$ cat src/rtl/xor_fold_pkg.sv
// Shared helpers for the XOR-folding compactor: stage count, one halving step,
// and the ratio legality test used at elaboration.
package xor_fold_pkg;

  // Widest per-channel word any single halving step can take.
  localparam int unsigned FoldMaxW = 256;

  // True when in_w/out_w is an exact power of two and at least 2.
  function automatic bit is_pow2_ratio(int unsigned in_w, int unsigned out_w);
    int unsigned r;
    if (out_w == 0 || (in_w % out_w) != 0) return 1'b0;
    r = in_w / out_w;
    return (r >= 2) && ((r & (r - 1)) == 0);
  endfunction

  // Number of halvings needed to go from in_w down to out_w.
  function automatic int unsigned fold_stages(int unsigned in_w, int unsigned out_w);
    int unsigned s;
    s = 0;
    for (int unsigned r = in_w / out_w; r > 1; r = r >> 1) s++;
    return s;
  endfunction

  // One halving: y[i] = x[i] ^ x[i + w/2] for i < w/2, upper bits zero.
  function automatic logic [FoldMaxW-1:0] fold_half(logic [FoldMaxW-1:0] x, int unsigned w);
    logic [FoldMaxW-1:0] mask;
    mask = {FoldMaxW{1'b1}} >> (FoldMaxW - w / 2);
    return (x ^ (x >> (w / 2))) & mask;
  endfunction

endpackage

$ cat src/rtl/xor_fold_stage.sv
// One halving step of the fold pipeline: CH channels of W bits in, W/2 bits out,
// registered together with the beat's valid/last/acc_mode sideband.
module xor_fold_stage
  import xor_fold_pkg::*;
#(
  parameter int unsigned CH = 2,
  parameter int unsigned W  = 32
) (
  input  logic                  clk,
  input  logic                  rst,
  input  logic                  en_i,
  input  logic                  valid_i,
  input  logic                  last_i,
  input  logic                  acc_i,
  input  logic [CH*W-1:0]       data_i,
  output logic                  valid_o,
  output logic                  last_o,
  output logic                  acc_o,
  output logic [CH*(W/2)-1:0]   data_o
);

  localparam int unsigned HalfW = W / 2;

  logic [CH*HalfW-1:0] data_d;
  logic [FoldMaxW-1:0] wide;
  logic [FoldMaxW-1:0] folded;

  // Fold every channel's word in half.
  always_comb begin
    data_d = '0;
    wide   = '0;
    folded = '0;
    for (int unsigned c = 0; c < CH; c++) begin
      wide          = '0;
      wide[W-1:0]   = data_i[c*W +: W];
      folded        = fold_half(wide, W);
      data_d[c*HalfW +: HalfW] = folded[HalfW-1:0];
    end
  end

  // Stage register; holds everything while the pipeline is stalled.
  always_ff @(posedge clk or posedge rst) begin
    if (rst) begin
      valid_o <= 1'b0;
      last_o  <= 1'b0;
      acc_o   <= 1'b0;
      data_o  <= '0;
    end else if (en_i) begin
      valid_o <= valid_i;
      last_o  <= last_i;
      acc_o   <= acc_i;
      data_o  <= data_d;
    end
  end

endmodule

$ cat src/rtl/xor_fold_pipe.sv
// Pipelined XOR-folding compactor for CH channels, IN_W -> OUT_W bits per channel,
// one register stage per halving, single global stall behind valid/ready.
// Define XOR_FOLD_ACC_EN to compile in frame accumulation (acc_mode).
module xor_fold_pipe
  import xor_fold_pkg::*;
#(
  parameter int unsigned IN_W  = 32,
  parameter int unsigned OUT_W = 16,
  parameter int unsigned CH    = 2
) (
  input  logic                  clk,
  input  logic                  rst,
  input  logic                  in_valid,
  output logic                  in_ready,
  input  logic [CH*IN_W-1:0]    in_data,
  input  logic                  in_last,
  input  logic                  acc_mode,
  output logic                  out_valid,
  input  logic                  out_ready,
  output logic [CH*OUT_W-1:0]   out_data,
  output logic                  out_last
);

  localparam int unsigned Stages = fold_stages(IN_W, OUT_W);

  if (!is_pow2_ratio(IN_W, OUT_W) || IN_W > FoldMaxW) begin : gen_bad_cfg
    $error("xor_fold_pipe: IN_W/OUT_W must be a power of two >= 2 and IN_W <= FoldMaxW");
  end

  logic en;
  logic in_fire;

  // All stage outputs packed back to back; stage s output starts at CH*(IN_W - (IN_W>>s)).
  logic [CH*(IN_W-OUT_W)-1:0] fold_bus;
  logic [Stages-1:0]          stg_valid;
  logic [Stages-1:0]          stg_last;
  logic [Stages-1:0]          stg_acc;

  logic                fin_valid;
  logic                fin_last;
  logic                fin_acc;
  logic [CH*OUT_W-1:0] fin_data;
  logic                head_acc;

  assign en       = !out_valid || out_ready;
  assign in_ready = en;
  assign in_fire  = in_valid && en;

`ifdef XOR_FOLD_ACC_EN
  assign head_acc = acc_mode;
`else
  assign head_acc = 1'b0;
`endif

  for (genvar s = 0; s < Stages; s++) begin : gen_stage
    localparam int unsigned Ws     = IN_W >> s;
    localparam int unsigned OutOff = CH * (IN_W - Ws);

    logic [CH*Ws-1:0] d_in;
    logic             v_in;
    logic             l_in;
    logic             a_in;

    if (s == 0) begin : gen_head
      assign d_in = in_data;
      assign v_in = in_fire;
      assign l_in = in_last;
      assign a_in = head_acc;
    end else begin : gen_body
      localparam int unsigned InOff = CH * (IN_W - 2 * Ws);
      assign d_in = fold_bus[InOff +: CH*Ws];
      assign v_in = stg_valid[s-1];
      assign l_in = stg_last[s-1];
      assign a_in = stg_acc[s-1];
    end

    xor_fold_stage #(
      .CH (CH),
      .W  (Ws)
    ) u_stage (
      .clk     (clk),
      .rst     (rst),
      .en_i    (en),
      .valid_i (v_in),
      .last_i  (l_in),
      .acc_i   (a_in),
      .data_i  (d_in),
      .valid_o (stg_valid[s]),
      .last_o  (stg_last[s]),
      .acc_o   (stg_acc[s]),
      .data_o  (fold_bus[OutOff +: CH*(Ws/2)])
    );
  end

  assign fin_valid = stg_valid[Stages-1];
  assign fin_last  = stg_last[Stages-1];
  assign fin_acc   = stg_acc[Stages-1];
  assign fin_data  = fold_bus[CH*(IN_W-2*OUT_W) +: CH*OUT_W];
  assign out_last  = fin_last;

`ifdef XOR_FOLD_ACC_EN
  logic [CH*OUT_W-1:0] acc_q;
  logic [CH*OUT_W-1:0] acc_d;
  logic                unused_acc_mode;

  assign unused_acc_mode = 1'b0;

  // Non-last accumulate beats are absorbed; the last beat emits acc ^ beat.
  always_comb begin
    out_valid = fin_valid && !(fin_acc && !fin_last);
    out_data  = fin_data;
    if (fin_acc && fin_last) out_data = acc_q ^ fin_data;
  end

  // Accumulator advances only when the output-stage beat retires.
  always_comb begin
    acc_d = acc_q;
    if (fin_valid && fin_acc && en) begin
      acc_d = fin_last ? '0 : (acc_q ^ fin_data);
    end
  end

  // Accumulator register; per-channel XOR is the same as whole-word XOR.
  always_ff @(posedge clk or posedge rst) begin
    if (rst) begin
      acc_q <= '0;
    end else begin
      acc_q <= acc_d;
    end
  end
`else
  logic unused_acc_mode;

  // acc_mode has no effect in this build.
  assign unused_acc_mode = acc_mode ^ fin_acc;
  assign out_valid       = fin_valid;
  assign out_data        = fin_data;
`endif

endmodule

$ cat config.mk
export PLATFORM = sky130hd
export DESIGN_NAME = xor_fold_pipe
export DESIGN_NICKNAME = d
export VERILOG_FILES = /design/src/rtl/xor_fold_pkg.sv /design/src/rtl/xor_fold_stage.sv /design/src/rtl/xor_fold_pipe.sv
export SDC_FILE = /design/constraint.sdc
export NUM_CORES = 1
export LEC_CHECK = 0
export BUFFER_PORTS_ARGS = -buffer_cell sky130_fd_sc_hd__buf_2
export CAP_MARGIN = 40
export CORE_MARGIN = 8
export CORE_UTILIZATION = 44
export DETAILED_ROUTE_END_ITERATION = 6
export HOLD_SLACK_MARGIN = 0.12
export PLACE_DENSITY = 0.84
export SYNTH_ARGS = -nofsm -noshare
export SYNTH_HDL_FRONTEND = slang
export SYNTH_HIERARCHICAL = 1
export SYNTH_SLANG_ARGS = --single-unit
$ cat constraint.sdc
create_clock -name clk -period 2.15 [get_ports clk]
set_input_delay 0.1075 -clock clk [delete_from_list [all_inputs] [get_ports clk]]
set_output_delay 0.1075 -clock clk [all_outputs]
set_load 0.01 [all_outputs]
### After elaboration in Yosys (flattened, before gate mapping)

Cells that the tools add are included.

* flip-flop bits (word level): 34

* bitwise operators: 2
* reductions and logical operators: 3

Operators with widths (count)
* XOR 16 bit: 2
* logical AND 1 bit: 1
* zero test 1 bit: 1
* logical OR 1 bit: 1

### Depth between registers and ports, before layout

Gate-level depths: netlist of run 1.

* word-level depth: 3
* gate-level depth with buffers: 4
* depth with buffers taken out: 3

### Hierarchy

Netlist of run 1, hierarchy kept.

Modules (own cells, without submodules)
* xor_fold_stage: instances 1, area an instance 1534.0 um^2, sequential area each 875.8 um^2, cells an instance 142
* xor_fold_pipe: instances 1, area an instance 26.3 um^2, sequential area each 0.0 um^2, cells an instance 3

### Worst setup path before layout of run 1

OpenSTA, ideal clock, no wires.

* path type: register to register
* from: reg gen_stage[0].u_stage.valid_o
* to: reg, netlist name gen_stage[0].u_stage/acc_o
* library setup time: 0.125 ns
* cell stages (with the launch flop): 4
* arrival: 0.979 ns
* clock period less this slack: 1.104 ns
* data required time: 2.025 ns
* setup slack: 1.046 ns
* path through: dfrtp_1 > nand2b_4 > buf_6 > mux2_4

RTL lines
* start, declared: line xor_fold_stage.sv:16 `output logic valid_o,`
* start signal, assigned: line xor_fold_stage.sv:49 `valid_o <= valid_i;`

### Worst setup path after layout of run 1

* from: reg gen_stage[0].u_stage.valid_o
* to: out in_ready

* cells in the longest elaborated chain, start to end: 2

Ends and longest elaborated chain
* zero test 1 bit: line xor_fold_pipe.sv:45 `assign en = !out_valid || out_ready;`
* logical OR 1 bit: line xor_fold_pipe.sv:45
* end, declared: line xor_fold_pipe.sv:14 `output logic in_ready,`

No other way between the ends.

==> qor.csv, run 1 <==
stage;metric;value;unit
cts;post-CTS sizing;0;
drt;starting DRC count in detailed routing;49;
synth;synth warn;6;
global_route;GRT overflow;0;
cts;hold_buf cts;67;
outcome;status;completed;
global_route;initial antenna violation count;0;
timing;max-slew violations;0;
cts;Post-CTS Setup Repair Bufs;0;
floorplanning;Die Ht;74.7;um
cts;H-tree depth;2;
worst_setup_path;CP Class;reg -> out;
place;IO Port Bufs;103;
timing;Worst Skew;0.00679;ns
global_route;largest net degree at the start of global routing;43;
drt;DR vias/cell;4.61;
synth;syn_nets;212;
final_layout;Area Overhead vs Synth;83.7;%
global_route;vias in the first global route;1843;
final_layout;number of diodes;0;
synth;Synth Cell Area;0.00152;sq mm
cts;CTS tree;done;
timing;post-layout min period;1.77;ns
cts;Clk Latency, worst-skew pair;0.32;ns
timing;worst slew pin tran;0.446;ns
worst_setup_path;Startpoint Class;register;
cts;CTS Buffer Depth;2;
cts;clk slew on worst S/H paths;0.10;ns
worst_setup_path;Crit. End Element;output port;
timing;unrepaired setup endpoints after global routing;false;
drt;wire length per cell;15.7;um
timing;Max Freq;565;MHz
drt;Initial DRT Pass Iterations;4;
final_layout;most frequent cells in the layout;buf_2 (103), dlygate4sd3_1 (67), dfrtp_1 (34);
floorplanning;Core Area;0.00334;sq mm
floorplanning;Site Rows;21;
worst_setup_path;maximum fanout along the worst path;42;
cts;Inserted Clock Buffers;5;
worst_hold_path;HP Class;in -> reg;
drt;drc violations;0;
drt;WL final;5.67;mm
place;routability cong.;0.659;
timing;final hold violation count;0;
synth;Avg Cell Area, Syn;10.7;sq um
global_route;global-route wire length before repair;8.83;mm
cts;root buffer cell;clkbuf_4;
run;max_cap viols;0;
cts;clk sinks;34;
drt;Antenna Nets Post-Route;0;
floorplanning;Die Span X;74.7;um
timing;Max transition margin;0.703;
final_layout;Util after Layout;0.835;
worst_setup_path;Worst EP arrival;1.66;ns
final_layout;Final nets;384;
floorplanning;DIE AREA;0.00558;sq mm
pwr;Static Leak;0.00131;uW
worst_setup_path;critical path data required time;2.04;ns
final_layout;fraction of layout cells with a size suffix above 1;0.368;
place;Detail Placement HPWL;3.03;mm
timing;Setup-failing EPs final;0;
timing;crit share post-route;0.823;
synth;Mapped Cells;142;
pwr;Worst VDD drop;0.479;mV
final_layout;commonest non-fill, non-tap cell in the layout;buf_2;
floorplanning;I/O pin total;105;
pwr;Power Density;620;mW/mm^2
timing;TNS Setup;0;ns
floorplanning;Initial Util;0.454;
drt;DR vias;1664;
global_route;Total GRT Usage;0.212;
[worst max-delay path: stages (launching register included)]
cell and delay (ns):
dfrtp_1 0.43, nand2b_4 0.37, buf_4 0.35, buf_2 0.19
[routing by layer]
metal  part of all wire  wire, um  global-route usage  vias to the layer above
met3               0.10       595              0.0812                       12
met1               0.34      1950               0.203                      767
li1                   -         -                   -                      802
met2               0.53      3000               0.399                       83
met4              0.020       114              0.0739                        0
met5                  0         0                   0                        -
[area by class of cell]
| cell class | count | area, sq um |
|---|---|---|
| inverter | 1 | 3.75 |
| multi-input combinational | 100 | 613 |
| fill | 192 | 551 |
| sequential | 34 | 851 |
| tap | 46 | 57.6 |
| timing repair buffer | 172 | 1200 |
| clock buffer | 7 | 55.1 |
| clock inverter | 1 | 5.00 |
[final timing paths]
check,depth (start not counted),endpoint,slack (ns),start
worst min register to register,2,gen_stage[0].u_stage/data_o[28]$_DFFE_PP0P_,0.53,gen_stage[0].u_stage/data_o[28]$_DFFE_PP0P_
min in group asynchronous,4,gen_stage[0].u_stage/data_o[29]$_DFFE_PP0P_,0.42,rst
max in group asynchronous,4,gen_stage[0].u_stage/data_o[21]$_DFFE_PP0P_,1.43,rst
worst max-delay path,3,in_ready,0.38,gen_stage[0].u_stage/valid_o$_DFFE_PP0P_
worst min-delay path,3,gen_stage[0].u_stage/data_o[13]$_DFFE_PP0P_,0.40,out_ready
worst max register to register,4,gen_stage[0].u_stage/data_o[31]$_DFFE_PP0P_,0.67,gen_stage[0].u_stage/valid_o$_DFFE_PP0P_
[sequential cells by signal, summed over array words and instances (netlist names)]
signal and flops:
gen_stage.u_stage/data_o 32, gen_stage.u_stage/valid_o 1, gen_stage.u_stage/last_o 1
[through the flow]
stage / worst slack [ns] / power [uW] / cell area (sq um) / instances / hold WS, ns
finish: 0.380 / 1730 / 2790 / 361 / 0.405
global route: 0.255 / 1840 / 2790 / 361 / 0.416
CTS: 0.371 / 1720 / 2790 / 361 / 0.381
detailed placement: 0.718 / 1230 / 2060 / 286 / 0.219
global placement: 0.761 / 1210 / 2060 / 286 / 0.217
floorplan: 1.06 / 1020 / 1520 / 142 / 0.249
[where the power goes]
part,internal (uW),switching (uW),total (uW)
Clock,159,199,357
Sequential,737,53.8,790
Combinational,321,260,581
Total,1220,512,1730
(Power assumes the default switching activity.)
==> run 2, diff against run 1 <==
- ABC_AREA: unset -> 1
- CORE_UTILIZATION: 44 -> 40
- PLACE_DENSITY: 0.84 -> 0.76
- clock period: 2.15 -> 1.6 ns (I/O delays scaled with it)
==> qor.csv, run 2 <==
stage;metric;value;unit
worst_setup_path;CP Class;reg -> out;
synth;Avg Cell Area, Syn;6.87;sq um
drt;wire length per cell;13.5;um
synth;syn_nets;347;
synth;Mapped Cells;277;
final_layout;sequential cell area;851;sq um
worst_setup_path;maximum fanout along the worst path;10;
place;routability cong.;0.708;
timing;Max transition margin;0.681;
timing;Worst Skew;0.00298;ns
final_layout;Final nets;548;
cts;Clk Latency, worst-skew pair;0.28;ns
pwr;Worst VDD drop;0.443;mV
floorplanning;Die Ht;85.0;um
synth;synth warn;6;
worst_setup_path;Worst Path Buf+Inv;1;
global_route;vias in the first global route;2549;
synth;Synth Cell Area;0.00190;sq mm
floorplanning;Site Rows;25;
drt;Initial DRT Pass Iterations;6;
cts;H-tree depth;2;
timing;final hold violation count;0;
worst_setup_path;critical path data required time;1.52;ns
worst_setup_path;CP max-delay cell;dfrtp_1;
final_layout;most flop-heavy register;gen_stage.u_stage/data_o;
final_layout;commonest non-fill, non-tap cell in the layout;nand2_1;
drt;DR vias;2443;
worst_setup_path;Crit. End Element;output port;
global_route;Total GRT Usage;0.202;
floorplanning;Core Area;0.00466;sq mm
timing;worst slew pin tran;0.477;ns
global_route;global-route wire length before repair;11.7;mm
worst_setup_path;cells along the critical path;nand2_1, buf_2;
timing;TNS Setup;0;ns
cts;post-CTS sizing;0;
timing;Max Freq;722;MHz
timing;Setup-failing EPs final;0;
cts;clk slew on worst S/H paths;0.07;ns
global_route;initial antenna violation count;2;
cts;CTS tree;done;
cts;root buffer cell;clkbuf_8;
outcome;status;completed;
timing;unrepaired setup endpoints after global routing;false;
cts;CTS Buffer Depth;2;
timing;crit share post-route;0.865;
run;max_cap viols;0;
cts;Inserted Clock Buffers;5;
global_route;largest net degree at the start of global routing;35;
cts;clk sinks;34;
place;IO Port Bufs;103;
floorplanning;Initial Util;0.408;
pwr;Static Leak;0.00202;uW
worst_setup_path;Startpoint Class;register;
final_layout;most frequent cells in the layout;nand2_1 (125), buf_2 (103), dlygate4sd3_1 (95), inv_1 (67), dfrtp_1 (34);
timing;post-layout min period;1.38;ns
worst_hold_path;HP Class;in -> reg;
floorplanning;I/O pin total;105;
worst_setup_path;Top delay family on crit path;flip-flops;
final_layout;Largest regs;gen_stage.u_stage/data_o: 32 flops, gen_stage.u_stage/last_o: 1 flops, gen_stage.u_stage/valid_o: 1 flops;
final_layout;max reg flops;32;
drt;Antenna Nets Post-Route;0;
drt;starting DRC count in detailed routing;100;
drt;drc violations;0;
timing;max-slew violations;0;
final_layout;fraction of layout cells with a size suffix above 1;0.263;
final_layout;Area Overhead vs Synth;83.3;%
drt;DR vias/cell;4.57;
floorplanning;DIE AREA;0.00722;sq mm
global_route;GRT overflow;0;
drt;WL final;7.21;mm
timing;final hold slack;0.124;ns
final_layout;Multi-input gate area;701;sq um
place;Detail Placement HPWL;3.70;mm
final_layout;Fillers;338;
worst_setup_path;Worst EP arrival;1.30;ns
worst_setup_path;crit-path max cell delay;0.41;ns
pwr;Power Density;733;mW/mm^2
floorplanning;Die Span X;85.0;um
-- run 2: power by group --
group	switching, uW	total [uW]	internal [uW]	leakage, uW
Clock	304	739	435	0.0000575
Sequential	68.4	1040	975	0.000396
Combinational	385	774	389	0.00156
Total	757	2560	1800	0.00202
-- run 2: repair_timing --
item,CTS,global route
buffers inserted,0,0
hold endpoints to repair,68,1
hold buffers,94,1
-- run 2: path summary, 6_finish.rpt --
kind	start	to	slack [ns]	cells past startpoint
worst max-delay path	gen_stage[0].u_stage/valid_o$_DFFE_PP0P_	in_ready	0.22	2
worst min-delay path	in_data[11]	gen_stage[0].u_stage/data_o[11]$_DFFE_PP0P_	0.12	5
worst max register to register	gen_stage[0].u_stage/valid_o$_DFFE_PP0P_	gen_stage[0].u_stage/data_o[2]$_DFFE_PP0P_	0.25	4
worst min register to register	gen_stage[0].u_stage/data_o[6]$_DFFE_PP0P_	gen_stage[0].u_stage/data_o[6]$_DFFE_PP0P_	0.48	2
max in group asynchronous	rst	gen_stage[0].u_stage/data_o[29]$_DFFE_PP0P_	0.83	4
min in group asynchronous	rst	gen_stage[0].u_stage/data_o[17]$_DFFE_PP0P_	0.47	4
-- run 2: tightest hold or removal path, cell delays in order --
cell,delay (ns)
buf_2,0.09
inv_1,0.04
nand2_1,0.05
nand3_1,0.06
nand2_1,0.06
-- run 2: metal layers --
metal / part of all wire / vias up / track usage / wire (um)
li1: - / 1202 / - / -
met1: 0.36 / 1109 / 0.192 / 2570
met2: 0.54 / 118 / 0.381 / 3880
met3: 0.083 / 14 / 0.0792 / 596
met4: 0.022 / 0 / 0.0696 / 162
met5: 0 / - / 0 / 0
-- run 2: cell type report --
cell class | count | share of cell area
multi-input cells | 168 | 0.201
clock buffers | 8 | 0.0316
diodes | 2 | 0.00144
well taps | 54 | 0.0194
repair buffers | 201 | 0.427
inverters | 68 | 0.0754
flip-flops and latches | 34 | 0.244
-- run 2: per-stage QoR --
stage / instance area [sq um] / std cells / power, uW / utilization / setup WS [ns]
2_1_floorplan: 1900 / 277 / 1380 / - / 0.463
3_3_place_gp: 2420 / 430 / 1610 / 0.519 / 0.291
3_5_place_dp: 2420 / 430 / 1630 / 0.519 / 0.294
4_1_cts: 3470 / 532 / 2540 / 0.745 / 0.214
5_1_grt: 3490 / 535 / 2720 / 0.748 / 0.142
6_report: 3490 / 535 / 2560 / 0.748 / 0.216
==> run 3, diff against run 2 <==
- CORE_UTILIZATION: 40 -> 45
- PLACE_DENSITY: 0.76 -> 0.8
- clock period: 1.6 -> 1.7 ns (I/O delays scaled with it)
==> qor.csv, run 3 (same netlist as run 2, synthesis figures left out) <==
stage;metric;value;unit
outcome;status;completed;
drt;WL final;6.81;mm
place;cell count after placement;426;
floorplanning;Die Span X;81.0;um
worst_setup_path;R2R cell count;4;
final_layout;most frequent cells in the layout;nand2_1 (125), buf_2 (103), dlygate4sd3_1 (79), inv_1 (67), dfrtp_1 (34);
final_layout;most flop-heavy register;gen_stage.u_stage/data_o;
worst_setup_path;maximum fanout along the worst path;2;
pwr;net switching power;675;uW
floorplanning;Core Area;0.00403;sq mm
place;Detail Placement HPWL;3.81;mm
final_layout;Area Overhead vs Synth;73.0;%
worst_setup_path;CP Class;in -> reg;
cts;CTS Buffer Depth;2;
floorplanning;Die Ht;81.0;um
drt;wire length per cell;13.3;um
place;IO Port Bufs;103;
global_route;largest net degree at the start of global routing;35;
cts;clk sinks;34;
timing;final hold violation count;0;
cts;CTS tree;done;
pwr;power share of the sequential group;0.439;
timing;unrepaired setup endpoints after global routing;false;
timing;TNS Setup;0;ns
drt;Initial DRT Pass Iterations;4;
pwr;Logic pwr share;0.308;
worst_setup_path;Crit. End Element;register;
cts;post-CTS sizing;0;
final_layout;Final nets;532;
global_route;Total GRT Usage;0.214;
drt;DR vias/cell;4.52;
final_layout;sequential cell area;851;sq um
timing;Max Freq;747;MHz
final_layout;final std cells w/o fill;512;
drt;DR vias;2315;
final_layout;Largest regs;gen_stage.u_stage/data_o: 32 flops, gen_stage.u_stage/last_o: 1 flops, gen_stage.u_stage/valid_o: 1 flops;
timing;crit share post-route;0.787;
floorplanning;Site Rows;23;
timing;post-layout min period;1.34;ns
timing;Worst Skew;0.00311;ns
worst_setup_path;crit-path max cell delay;0.56;ns
worst_hold_path;worst hold path depth;5;
timing;max-slew violations;0;
final_layout;fraction of layout cells with a size suffix above 1;0.269;
worst_hold_path;HP Class;in -> reg;
final_layout;commonest non-fill, non-tap cell in the layout;nand2_1;
pwr;Worst VDD drop;0.470;mV
run;max_cap viols;0;
cts;H-tree depth;2;
final_layout;final instance area;0.00329;sq mm
worst_setup_path;Worst Path Buf+Inv;3;
global_route;global-route wire length before repair;11.0;mm
place;dpl cell area;0.00241;sq mm
global_route;initial antenna violation count;0;
cts;Clk Latency, worst-skew pair;0.28;ns
worst_setup_path;cells along the critical path;dlygate4sd3_1, buf_2, nand2_1, dlygate4sd3_1, nand3_1, nand2_1;
pwr;cell internal pwr;1570;uW
worst_setup_path;Worst EP arrival;1.51;ns
worst_setup_path;WP depth;6;
cts;root buffer cell;clkbuf_8;
floorplanning;Initial Util;0.472;
final_layout;Multi-input gate area;701;sq um
worst_setup_path;critical path data required time;1.87;ns
final_layout;Fillers;285;
drt;drc violations;0;
place;routability cong.;0.725;
worst_setup_path;Top delay family on crit path;buffers and inverters;
pwr;Power Density;683;mW/mm^2
cts;clk slew on worst S/H paths;0.06;ns
drt;starting DRC count in detailed routing;83;
pwr;switching share of power;0.300;
pwr;Clock power frac;0.253;
drt;Antenna Nets Post-Route;0;
worst_setup_path;CP max-delay cell;dlygate4sd3_1;
global_route;vias in the first global route;2475;
floorplanning;I/O pin total;105;
floorplanning;DIE AREA;0.00656;sq mm
timing;worst slew pin tran;0.430;ns
cts;Inserted Clock Buffers;5;
global_route;GRT overflow;0;
timing;Setup-failing EPs final;0;
pwr;Static Leak;0.00193;uW
worst_setup_path;Startpoint Class;input port;
final_layout;max reg flops;32;
timing;Max transition margin;0.713;
==> run 3: cell count changes in the layout (fill, tap and decap cells not counted), sizes merged <==
| cell | before | now |
|---|---|---|
| diode | 2 | 1 |
| clkbuf | 8 | 6 |
| dlygate4sd3 | 95 | 79 |
==> run 3: final cells by class <==
| cell class | instances | share of cell area |
|---|---|---|
| Inverter | 68 | 0.0798 |
| Multi-Input combinational cell | 168 | 0.213 |
| Clock buffer | 6 | 0.0251 |
| Sequential cell | 34 | 0.259 |
| Antenna cell | 1 | 0.000760 |
| Timing Repair Buffer | 185 | 0.404 |
| Tap cell | 50 | 0.0190 |
==> run 3: power by group through the flow <==
stage	Clock [uW]	Combinational (uW)	Sequential (uW)
floorplan	0	249	1050
global placement	0	523	991
detailed placement	0	543	993
CTS	587	676	984
global route	623	766	997
finish	569	692	986
==> run 3: per-layer routing <==
layer / GRT usage / share of wire / up-vias
met5: 0 / 0 / -
met4: 0.0857 / 0.022 / 0
met3: 0.0728 / 0.080 / 15
met2: 0.399 / 0.54 / 82
met1: 0.212 / 0.36 / 1052
li1: - / - / 1166
==> run 3: worst register-to-register path, delay by kind of cell, from the launching register on <==
kind                   cells  cell delay [ns]
DFF                        1             0.42
buffers and inverters      1             0.32
and+or+nand+nor            3             0.48
==> run 3: path summary, 6_finish.rpt <==
kind | from | endpoint | slack (ns)
max reg2reg | gen_stage[0].u_stage/valid_o$_DFFE_PP0P_ | gen_stage[0].u_stage/data_o[5]$_DFFE_PP0P_ | 0.41
min in group asynchronous | rst | gen_stage[0].u_stage/data_o[22]$_DFFE_PP0P_ | 0.48
max | in_data[26] | gen_stage[0].u_stage/data_o[10]$_DFFE_PP0P_ | 0.36
min reg2reg | gen_stage[0].u_stage/last_o$_DFFE_PP0P_ | gen_stage[0].u_stage/last_o$_DFFE_PP0P_ | 0.48
min | in_data[0] | gen_stage[0].u_stage/data_o[0]$_DFFE_PP0P_ | 0.12
max in group asynchronous | rst | gen_stage[0].u_stage/data_o[5]$_DFFE_PP0P_ | 0.91
==> run 3: through the flow <==
stage / setup WS, ns / total power [uW] / hold WS [ns] / utilization
after CTS: 0.420 / 2250 / 0.120 / 0.814
after global routing: 0.297 / 2390 / 0.123 / 0.816
final: 0.362 / 2250 / 0.120 / 0.817
after floorplan: 0.563 / 1300 / 0.202 / -
after detailed placement: 0.446 / 1540 / 0.204 / 0.599
after global placement: 0.484 / 1510 / 0.194 / 0.599
==> run 3: what timing repair did <==
action,4_1_cts,5_1_grt
endpoints found under the hold margin,67,1
hold buffers,78,1
setup buffers,0,0
